## config.mk

```make
export PLATFORM = sky130hd
export DESIGN_NAME = debug_nyb_tx_flat
export DESIGN_NICKNAME = d
export VERILOG_FILES = /design/src/rtl/debug_nyb_tx_if.sv /design/src/rtl/debug_nyb_tx.sv /design/src/flat_wrapper.sv
export SDC_FILE = /design/constraint.sdc
export NUM_CORES = 1
export LEC_CHECK = 0
export BUFFER_PORTS_ARGS = -buffer_cell sky130_fd_sc_hd__clkbuf_2
export CAP_MARGIN = 40
export CELL_PAD_IN_SITES_DETAIL_PLACEMENT = 1
export CELL_PAD_IN_SITES_GLOBAL_PLACEMENT = 1
export CORE_UTILIZATION = 35
export CTS_BUF_LIST = sky130_fd_sc_hd__clkbuf_4 sky130_fd_sc_hd__clkbuf_8 sky130_fd_sc_hd__clkbuf_16
export DETAILED_ROUTE_END_ITERATION = 16
export GPL_ROUTABILITY_DRIVEN = 0
export PLACE_DENSITY = 0.63
export SYNTH_ARGS = -nofsm -noshare
export SYNTH_HDL_FRONTEND = slang
export SYNTH_SLANG_ARGS = --single-unit
```

## constraint.sdc

```tcl
create_clock -name C -period 2.45 [get_ports C]
set_input_delay 0.49 -clock C [delete_from_list [all_inputs] [get_ports C]]
set_output_delay 0.49 -clock C [all_outputs]
set_load 0.03 [all_outputs]
```

## src/rtl/debug_nyb_tx_if.sv

```systemverilog
// Debug-link bundle: probe/control inputs and nybble/status outputs of debug_nyb_tx.
interface debug_nyb_tx_if;
  logic [15:0] probe;
  logic        freeze;
  logic        err_clr;
  logic [1:0]  bugsel;
  logic [3:0]  bugout;
  logic        frame;
  logic        locked;
  logic        seq_err;

  modport master (
    output probe, freeze, err_clr, bugsel,
    input  bugout, frame, locked, seq_err
  );

  modport slave (
    input  probe, freeze, err_clr, bugsel,
    output bugout, frame, locked, seq_err
  );
endinterface

```

## src/rtl/debug_nyb_tx.sv

```systemverilog
// Target side of the 6-wire debug link: synchronises and filters bugsel, tracks the
// 0..3 digit sequence and serves nybbles from a snapshot that reloads only on the 3->0 wrap.
module debug_nyb_tx #(
  parameter int unsigned SYNC_STAGES   = 2,
  parameter int unsigned STABLE_CYCLES = 4
) (
  input  logic           C,
  input  logic           rst,
  debug_nyb_tx_if.slave  bus
);

  localparam int unsigned CNT_W = $clog2(STABLE_CYCLES + 1);

  typedef enum logic [1:0] {IDLE, WAIT0, TRACK} state_e;

  state_e                         state_q, state_d;
  logic [SYNC_STAGES-1:0][1:0]    sync_q, sync_d;
  logic [1:0]                     s_prev_q, s_prev_d;
  logic [CNT_W-1:0]               cnt_q, cnt_d;
  logic [1:0]                     acc_sel_q, acc_sel_d;
  logic [15:0]                    snap_q, snap_d;
  logic [3:0]                     bugout_q, bugout_d;
  logic                           frame_q, frame_d;
  logic                           locked_q, locked_d;
  logic                           seq_err_q, seq_err_d;

  logic [1:0] s;
  logic       accept;
  logic       in_order;

  assign s        = sync_q[SYNC_STAGES-1];
  assign in_order = (s == 2'(acc_sel_q + 2'd1));

  // Synchroniser, glitch filter and digit output path
  always_comb begin
    sync_d    = {sync_q[SYNC_STAGES-2:0], bus.bugsel};
    s_prev_d  = s;
    cnt_d     = cnt_q;
    acc_sel_d = acc_sel_q;
    if (s != s_prev_q) begin
      cnt_d = '0;
    end else if (cnt_q != CNT_W'(STABLE_CYCLES)) begin
      cnt_d = cnt_q + CNT_W'(1);
    end
    accept = (cnt_d == CNT_W'(STABLE_CYCLES)) && (s != acc_sel_q);
    if (accept) begin
      acc_sel_d = s;
    end
    bugout_d = snap_q[{acc_sel_q, 2'b00} +: 4];
  end

  always_ff @(posedge C or posedge rst) begin
    if (rst) begin
      sync_q    <= '0;
      s_prev_q  <= '0;
      cnt_q     <= '0;
      acc_sel_q <= '0;
      snap_q    <= '0;
      bugout_q  <= '0;
      frame_q   <= 1'b0;
      locked_q  <= 1'b0;
      seq_err_q <= 1'b0;
    end else begin
      sync_q    <= sync_d;
      s_prev_q  <= s_prev_d;
      cnt_q     <= cnt_d;
      acc_sel_q <= acc_sel_d;
      snap_q    <= snap_d;
      bugout_q  <= bugout_d;
      frame_q   <= frame_d;
      locked_q  <= locked_d;
      seq_err_q <= seq_err_d;
    end
  end

  // FSM state register
  always_ff @(posedge C or posedge rst) begin
    if (rst) begin
      state_q <= IDLE;
    end else begin
      state_q <= state_d;
    end
  end

  // FSM next state: only acceptance events move it
  always_comb begin
    state_d = state_q;
    if (accept) begin
      unique case (state_q)
        IDLE:    state_d = (s == 2'd0) ? TRACK : WAIT0;
        WAIT0:   state_d = (s == 2'd0) ? TRACK : WAIT0;
        TRACK:   state_d = in_order ? TRACK : WAIT0;
        default: state_d = IDLE;
      endcase
    end
  end

  // FSM outputs: snapshot reload, frame pulse, lock and sticky error
  always_comb begin
    logic load;
    logic err_set;
    load      = 1'b0;
    err_set   = 1'b0;
    snap_d    = snap_q;
    frame_d   = 1'b0;
    locked_d  = (state_d == TRACK);
    if (accept) begin
      if (state_q == TRACK) begin
        load    = in_order && (s == 2'd0);
        err_set = !in_order;
      end else begin
        load    = (s == 2'd0);
      end
    end
    if (load && !bus.freeze) begin
      snap_d  = bus.probe;
      frame_d = 1'b1;
    end
    seq_err_d = err_set || (seq_err_q && !bus.err_clr);
  end

  assign bus.bugout  = bugout_q;
  assign bus.frame   = frame_q;
  assign bus.locked  = locked_q;
  assign bus.seq_err = seq_err_q;

endmodule

```

## src/flat_wrapper.sv

```systemverilog
// flat-port wrapper written by rule: the top's interface ports become plain ports
module debug_nyb_tx_flat 
#(
  parameter int unsigned SYNC_STAGES   = 2,
  parameter int unsigned STABLE_CYCLES = 4
)
  (C, rst, bus_probe, bus_freeze, bus_err_clr, bus_bugsel, bus_bugout, bus_frame, bus_locked, bus_seq_err);
  debug_nyb_tx_if bus_i ();
  input  logic C;
  input  logic rst;
  input wire logic [$bits(bus_i.probe)-1:0] bus_probe;
  input wire logic [$bits(bus_i.freeze)-1:0] bus_freeze;
  input wire logic [$bits(bus_i.err_clr)-1:0] bus_err_clr;
  input wire logic [$bits(bus_i.bugsel)-1:0] bus_bugsel;
  output wire logic [$bits(bus_i.bugout)-1:0] bus_bugout;
  output wire logic [$bits(bus_i.frame)-1:0] bus_frame;
  output wire logic [$bits(bus_i.locked)-1:0] bus_locked;
  output wire logic [$bits(bus_i.seq_err)-1:0] bus_seq_err;
  assign bus_i.probe = bus_probe;
  assign bus_i.freeze = bus_freeze;
  assign bus_i.err_clr = bus_err_clr;
  assign bus_i.bugsel = bus_bugsel;
  assign bus_bugout = bus_i.bugout;
  assign bus_frame = bus_i.frame;
  assign bus_locked = bus_i.locked;
  assign bus_seq_err = bus_i.seq_err;
  debug_nyb_tx #(.SYNC_STAGES(SYNC_STAGES), .STABLE_CYCLES(STABLE_CYCLES)) u_core (.C(C), .rst(rst), .bus(bus_i));
endmodule
```

# Word level (Yosys, flattened, before mapping)
# Cells that the tools add are included.
dict set report classes {
  magnitude_cmp 0
  mul 0
  n_mux 11
  n_shift 1
  n_bitwise 0
  n_addsub 2
  reduce_logical 11
  div 0
  n_eq_ne 8
}
# op n
set ops {}
lappend ops {{16-bit by 5-bit variable part select with 4-bit output} 1}
lappend ops {{2-bit two-way mux} 3}
lappend ops {{3-bit two-way mux} 2}
lappend ops {{1-bit two-way mux} 5}
lappend ops {{2-bit == test (second input constant)} 2}
lappend ops {{1-bit logical AND} 4}
lappend ops {{2-bit logical NOT} 2}
lappend ops {{2-bit != test} 2}
lappend ops {{2-bit case mux with 2 select lines} 1}
lappend ops {{3-bit by 1-bit adder with 3-bit output (second input constant)} 1}
lappend ops {{3-bit == test (second input constant)} 1}
lappend ops {{1-bit logical NOT} 3}
lappend ops {{3-bit != test (second input constant)} 1}
lappend ops {{2-bit by 1-bit adder with 2-bit output (second input constant)} 1}
lappend ops {{2-bit by 1-bit == test with 1-bit output (second input constant)} 1}
lappend ops {{2-bit == test} 1}
lappend ops {{2-bit OR reduction} 1}
lappend ops {{1-bit logical OR} 1}
dict set report word_totals {
  memories 0
  ramBits 0
  reg_bits 36
  elab_cells 44
  rom_bits 0
  output_inout_bits 7
  input_bits 22
  latchBits 0
}

# Logic depth before layout (Yosys ltp)
# Gate-level depths: netlist of the first run.
dict set report logic_depth {
  depth_word 8
  ltp_mapped 9
  depth_no_buf 7
}

# Worst setup path before layout of the first run
# No wires, ideal clock.
dict set report synth_path {
  path_kind {reg-to-reg}
  from {reg u_core.cnt_q[0]}
  to {reg u_core.snap_q[0]}
  t_required_ps 2325
  arrival_time_ps 2158
  stages_incl_launch_ff 10
  setup_slack_ps 167
  path_buffers 2
  period_less_slack_ps 2283
  setup_time_ps 125
  cell_sequence {dfrtp_1 -> inv_1 -> ha_1 -> and3b_1 -> nor4_4 -> nand3_4 -> and4bb_1 -> buf_6 -> buf_12 -> mux2_4}
}
dict set report synth_via {
  elab_chain_cells 7
  word_cells_on_any_way 8
  classes_between {add/sub: 1; eq/ne: 2; mux: 3; reduce/logical: 2}
}
# element line_no
set synth_rtl {}
lappend synth_rtl {{start, declared} debug_nyb_tx.sv:19} ;# logic [CNT_W-1:0] cnt_q, cnt_d;
lappend synth_rtl {{start signal, assigned} debug_nyb_tx.sv:66} ;# cnt_q <= cnt_d;
lappend synth_rtl {{3-bit by 1-bit adder with 3-bit output / 3-bit != test (equally long branches)} {debug_nyb_tx.sv:43, debug_nyb_tx.sv:42}}
lappend synth_rtl {{3-bit two-way mux *} debug_nyb_tx.sv:42} ;# end else if (cnt_q != CNT_W'(STABLE_CYCLES)) begin
lappend synth_rtl {{3-bit two-way mux *} debug_nyb_tx.sv:40} ;# if (s != s_prev_q) begin
lappend synth_rtl {{named net u_core.cnt_d[2]} debug_nyb_tx.sv:19}
lappend synth_rtl {{3-bit == test *} debug_nyb_tx.sv:45} ;# accept = (cnt_d == CNT_W'(STABLE_CYCLES)) && (s != acc_sel_q);
lappend synth_rtl {{1-bit logical AND *} debug_nyb_tx.sv:45}
lappend synth_rtl {{1-bit two-way mux *} debug_nyb_tx.sv:107} ;# if (accept) begin
lappend synth_rtl {{1-bit logical AND *} debug_nyb_tx.sv:115} ;# if (load && !bus.freeze) begin
lappend synth_rtl {{end signal, assigned} debug_nyb_tx.sv:68} ;# snap_q <= snap_d;
lappend synth_rtl {{end, declared} debug_nyb_tx.sv:21} ;# logic [15:0] snap_q, snap_d;
# The timed path passes the listed nets; every way through them passes the cells marked *.
# A chain may end at the register's enable or synchronous reset.

# Worst setup path in the final report of the first run
dict set report layout_path {
  from {reg u_core.cnt_q[0]}
  to {reg u_core.snap_q[15]}
}
# Same word-level chain as after synthesis.

==> results of run 1 <==
==> cell families (layout without fill, tap and decap cells) <==
logic type | Yosys count | count (layout) | synth area share (%)
mux | 24 | 24 | 22.37
fa+ha+maj | 2 | 2 | 1.609
buf+inv | 7 | 44 | 3.459
compound gates | 8 | 8 | 3.057
simple gates | 20 | 20 | 9.334
flops | 36 | 36 | 57.92
xor+xnor | 4 | 4 | 2.253
==> worst max-delay path, cell delays in order (launching register included) <==
cell and delay (ns):
dfrtp_1 0.43, inv_1 0.08, ha_1 0.23, and3b_1 0.23, nor4_4 0.24, nand3_4 0.10
and4bb_1 0.33, buf_12 0.18, mux2_2 0.34
==> layer usage <==
layer	wire, um	vias to the layer above
li1	-	426
met3	115	6
met4	58	0
met2	1370	17
met1	1191	452
met5	0	-
==> worst paths after layout <==
kind	startpoint	to	depth (start not counted)
worst max-delay path	u_core.cnt_q[0]	u_core.snap_q[15]	8
worst min-delay path	rst	u_core.snap_q[0]	3
worst max register to register	u_core.cnt_q[0]	u_core.snap_q[15]	8
worst min register to register	u_core.sync_d[3]	u_core.s[1]	0
max in group asynchronous	rst	u_core.snap_q[1]	3
min in group C	bus_bugsel[0]	u_core.sync_d[2]	1
==> power by group <==
group          switching [mW]  internal, mW
Sequential             0.0112         0.606
Combinational          0.0429        0.0365
Clock                   0.203         0.224
Total                   0.257         0.867
==> sequential cells by signal, indices dropped and copies added (netlist names) <==
name and flops:
u_core.cnt_q 3, u_core.acc_sel_q 2, u_core.sync_d 2, u_core.state_q 2
u_core.snap_q 16, u_core.s_prev_q 2, u_core.bus.frame 1, u_core.bus.locked 1
u_core.s 2, u_core.bus.seq_err 1, u_core.bus.bugout 4
==> synthesized netlist by cell type (all sizes together) <==
| master | count | area [um^2] |
|---|---|---|
| a21oi | 2 | 10.01 |
| a32o | 1 | 10.01 |
| and3b | 1 | 8.760 |
| and4bb | 1 | 12.51 |
| buf | 3 | 38.79 |
| dfrtp | 36 | 900.9 |
| ha | 2 | 25.02 |
| inv | 4 | 15.01 |
| mux2 | 19 | 247.7 |
| mux2i | 1 | 10.01 |
| mux4 | 4 | 90.09 |
| nand2 | 2 | 7.510 |
| nand2b | 1 | 6.260 |
| nand3 | 3 | 27.53 |
| nand4 | 1 | 6.260 |
| nor2 | 5 | 18.77 |
| nor2b | 1 | 6.260 |
| nor4 | 1 | 21.27 |
| o21ai | 3 | 15.01 |
| o22ai | 2 | 12.51 |
| or2 | 2 | 12.52 |
| or2b | 2 | 17.52 |
| xnor2 | 2 | 17.52 |
| xor2 | 2 | 17.52 |
==> cell type report <==
class,instances,area share (%)
tap,50,3.374
clock inverter,2,0.5398
sequential,36,48.58
inverter,4,0.8097
timing repair buffer,32,9.852
clock buffer,6,4.453
multi-input combinational,58,32.39
==> per-stage QoR <==
step	utilization (%)	cells	hold WS [ns]	setup WS [ns]	cell area, um^2
2_1_floorplan	-	101	0.3312	0.1671	1555
3_3_place_gp	42.51	180	0.3314	0.1954	1762
3_5_place_dp	42.51	180	0.3364	0.1115	1762
4_1_cts	44.75	188	0.2936	0.08618	1854
5_1_grt	44.75	188	0.2848	0.06568	1854
6_report	44.75	188	0.2769	0.1842	1854
==> impl_metrics.json, run 1 <==
{
  "endpoint_kind": "flop",
  "maxCapViolCount": 0,
  "via_count": 901,
  "finalSetupViolCount": 0,
  "grtUsageMet3_pct": 5.428,
  "dp_hpwl_um": 2070,
  "finalCritPeriodShare_pct": 92.48,
  "drv_slew": 0,
  "initial_core_util_pct": 37.53,
  "path_clk_slew_ns": 0.07,
  "multiInputGateArea_um2": 600.6,
  "syn_to_final_growth_pct": 19.23,
  "met2_usage_pct": 23.65,
  "ys_warn_count": 0,
  "synthCells": 101,
  "ant_nets": 0,
  "total_power_mw": 1.124,
  "cts-root-buf": "clkbuf_8",
  "ioPinCount": 29,
  "post_cts_buffers": 0,
  "wire_per_inst_um": 14.55,
  "layout.nets": 161,
  "fill_cells": 450,
  "clock_path_buffers": 2,
  "die_y_um": 68.66,
  "grt_max_degree": 37,
  "mostFrequentLayoutCell": "dfrtp_1",
  "min_period_ns": 2.266,
  "powerDensity_nw_per_um2": 606.1,
  "rsz0062_at_grt": "no",
  "skew_ns": 0.005361,
  "antenna_found_initial": 0,
  "status": "finished, final reports clean",
  "tritoncts": "done",
  "busiest_layer": "met2",
  "setup_tns_ns": 0,
  "clk_latency_ns": 0.29,
  "p_leak_nw": 0.9134,
  "via_per_inst": 4.793,
  "totalWireLength_um": 2735,
  "rows": 23,
  "maxSlewHeadroom_pct": 70.38,
  "crit_arrival_ns": 2.44,
  "numClockSinks": 36,
  "cts_made_buffers": 5,
  "path_class": "reg -> reg",
  "port_buffers": 28,
  "firstDrtPassIters": 4,
  "antenna_cells": 0,
  "synth_nets": 125,
  "grt_pass1_wl_um": 4857,
  "cp.required_ns": 2.62,
  "h-tree-depth": 2,
  "worstSetupStartpointType": "flop",
  "track_usage_pct": 14.92,
  "dieArea_um2": 4714,
  "yosysSeqAreaShare_pct": 57.92,
  "cp_max_fo": 17,
  "synth_area_um2": 1555,
  "chipWidth_um": 68.66,
  "drc": 0,
  "ctsResizeCount": 0,
  "grt_overflow": 0,
  "worstMarginPinSlew_ns": 0.4444,
  "finalHoldViolCount": 0,
  "holdBufCountCts": 0,
  "seqCellArea_um2": 900.9,
  "drt_iter0_drc": 24,
  "irDropWorstVdd_v": 0.0003821,
  "drive_gt1_share_pct": 49.28,
  "ys_types": 29,
  "r2r_setup_slack_ns": 0.18,
  "final_cell_mix": "36 x dfrtp_1, 28 x clkbuf_2, 10 x mux2_2",
  "grt_util_met1_pct": 17.94,
  "core_um2": 4144,
  "avgSynthCellArea_um2": 15.40,
  "fmax_mhz": 441.3,
  "min_path_type": "in -> async",
  "grt_pass1_vias": 986,
  "ys_ff_latch": 36
}
Note: power is estimated with default switching activity, not from simulation.
==> run 2: changes to the inputs <==
PLACE_DENSITY = 0.61   (was 0.63)
clock period = 2.1 ns   (was 2.45 ns; I/O delays follow)
==> impl_metrics.json, run 2 (same netlist as run 1, synthesis figures left out) <==
{
  "status": "complete, but fails checks",
  "violations": "setup timing",
  "ant_nets": 0,
  "rsz0062_at_grt": "yes",
  "ioPinCount": 29,
  "clock_path_buffers": 2,
  "worst_path_largest_cell_delay_ns": 0.41,
  "dieArea_um2": 4714,
  "clk_latency_ns": 0.28,
  "final_area_um2": 1941,
  "fill_cells": 442,
  "worstMarginPinSlew_ns": 0.4575,
  "grt_pass1_wl_um": 4885,
  "finalSetupViolCount": 7,
  "drc": 0,
  "critPathSlowestCell": "dfrtp_1",
  "r2r-end": "u_core.snap_q[13]",
  "registers.top_by_ff_count": "u_core.snap_q",
  "grt_overflow": 0,
  "crit_chain": "inv_2, ha_4, and3b_1, nor4_4, nand3_4, and4bb_4, buf_12, mux2_2",
  "die_y_um": 68.66,
  "mostFrequentLayoutCell": "dfrtp_1",
  "p_leak_nw": 0.9467,
  "cts_made_buffers": 5,
  "total_power_mw": 1.344,
  "finalCritPeriodShare_pct": 100.6,
  "syn_to_final_growth_pct": 24.78,
  "drive_gt1_share_pct": 54.17,
  "numClockSinks": 36,
  "wire_per_inst_um": 14.49,
  "cts-root-buf": "clkbuf_8",
  "fin_ws_ns": -0.01231,
  "largest_reg_flops": 16,
  "clock_power_share_pct": 38.2,
  "fin_cells": 194,
  "seqPwrFrac_pct": 53.4,
  "via_count": 930,
  "powerDensity_nw_per_um2": 692.8,
  "grt_pass1_vias": 1059,
  "setup_tns_ns": -0.05751,
  "firstDrtPassIters": 2,
  "totalWireLength_um": 2812,
  "pwr-share-comb_pct": 8.3,
  "chipWidth_um": 68.66,
  "cp-startpoint": "u_core.cnt_q[1]",
  "dp_hpwl_um": 2021,
  "grt_max_degree": 37,
  "whs_ns": 0.2234,
  "via_per_inst": 4.794,
  "cp.required_ns": 2.27,
  "fmax_mhz": 473.4,
  "antenna_cells": 0,
  "port_buffers": 28,
  "p_int_mw": 1.041,
  "holdBufCountCts": 0,
  "drt_iter0_drc": 16,
  "path_clk_slew_ns": 0.07,
  "postPlaceCellArea_um2": 1794,
  "utilization_pct": 46.83,
  "tritoncts": "done",
  "track_usage_pct": 15.21,
  "initial_core_util_pct": 37.53,
  "core_um2": 4144,
  "path_class": "reg -> reg",
  "cp-endpoint": "u_core.snap_q[13]",
  "rows": 23,
  "endpoint_kind": "flop",
  "swShare_pct": 22.54,
  "layout.nets": 167,
  "reg2reg_depth": 8,
  "r2r_setup_slack_ns": -0.01,
  "final_cell_mix": "36 x dfrtp_1, 28 x clkbuf_2, 10 x mux2_2",
  "placed_cells": 184,
  "skew_ns": 0.004188,
  "antenna_found_initial": 0,
  "drv_slew": 0,
  "maxCapViolCount": 0,
  "min_path_type": "in -> async",
  "finalHoldViolCount": 0,
  "crit_arrival_ns": 2.28,
  "irDropWorstVdd_v": 0.0005315,
  "worstSetupStartpointType": "flop",
  "pre_cts_ws_ns": -0.1039,
  "netSwitchingPower_uw": 303.1,
  "min_period_ns": 2.112,
  "maxSlewHeadroom_pct": 69.50,
  "r2r_start": "u_core.cnt_q[1]",
  "h-tree-depth": 2,
  "cp_max_fo": 9
}
## run 2: changes by cell type in the layout (fill, tap and decap cells not counted)
| cell | previous run | this run |
|---|---|---|
| clkbuf_4 | 0 | 1 |
| ha_1 | 2 | 1 |
| clkinvlp_4 | 0 | 1 |
| and4bb_1 | 1 | 0 |
| inv_1 | 4 | 2 |
| buf_16 | 0 | 1 |
| and4bb_4 | 0 | 1 |
| inv_2 | 0 | 2 |
| ha_4 | 0 | 1 |
| clkinv_2 | 2 | 0 |
| buf_4 | 3 | 8 |
## run 2: what timing repair did
item	in CTS	in global routing
setup endpoints to repair	16	16
gates resized for setup	6	0
buffers inserted	1	0
gates cloned	1	0
endpoints found under the hold margin	0	0
pin swaps	0	0
## run 2: worst min-delay path by stage
stage	start	endpoint	slack, ns	cells after the start
floorplan	u_core.sync_d[2]	u_core.s[0]	0.33	0
global placement	u_core.sync_d[3]	u_core.s[1]	0.34	0
detailed placement	u_core.sync_d[2]	u_core.s[0]	0.34	0
CTS	bus_bugsel[1]	u_core.sync_d[3]	0.23	1
global route	bus_bugsel[0]	u_core.sync_d[2]	0.22	1
finish	rst	u_core.bus.bugout[0]	0.22	3
## run 2: cell type report
type	count	area, um^2	share of cell area [%]
flip-flops and latches	36	900.9	46.42
multi-input cells	58	616.8	31.79
repair buffers	38	247.7	12.77
clock buffers	7	90.09	4.642
well taps	50	62.56	3.224
inverters	4	15.01	0.7737
clock inverters	1	7.507	0.3868
## run 2: worst max-delay path: cells and delay by family (launching register included)
kind / cells / cell delay [ns]
adders and majority gates: 1 / 0.15
buffers and inverters: 2 / 0.22
DFF: 1 / 0.41
muxes: 1 / 0.33
and+or+nand+nor: 4 / 0.89
## run 2: per-layer routing
| metal | wire (um) | GRT usage [%] | up-vias |
|---|---|---|---|
| li1 | - | - | 440 |
| met1 | 1183 | 17.25 | 464 |
| met2 | 1439 | 25.37 | 21 |
| met3 | 137 | 5.592 | 5 |
| met4 | 51 | 7.031 | 0 |
| met5 | 0 | 0 | - |
## run 2: power by group through the flow
stage / Clock [mW] / Sequential [mW] / Combinational (mW)
6_report: 0.514 / 0.718 / 0.112
5_1_grt: 0.577 / 0.719 / 0.126
4_1_cts: 0.543 / 0.718 / 0.115
3_5_place_dp: 0 / 0.731 / 0.108
3_3_place_gp: 0 / 0.730 / 0.101
2_1_floorplan: 0 / 0.731 / 0.0588
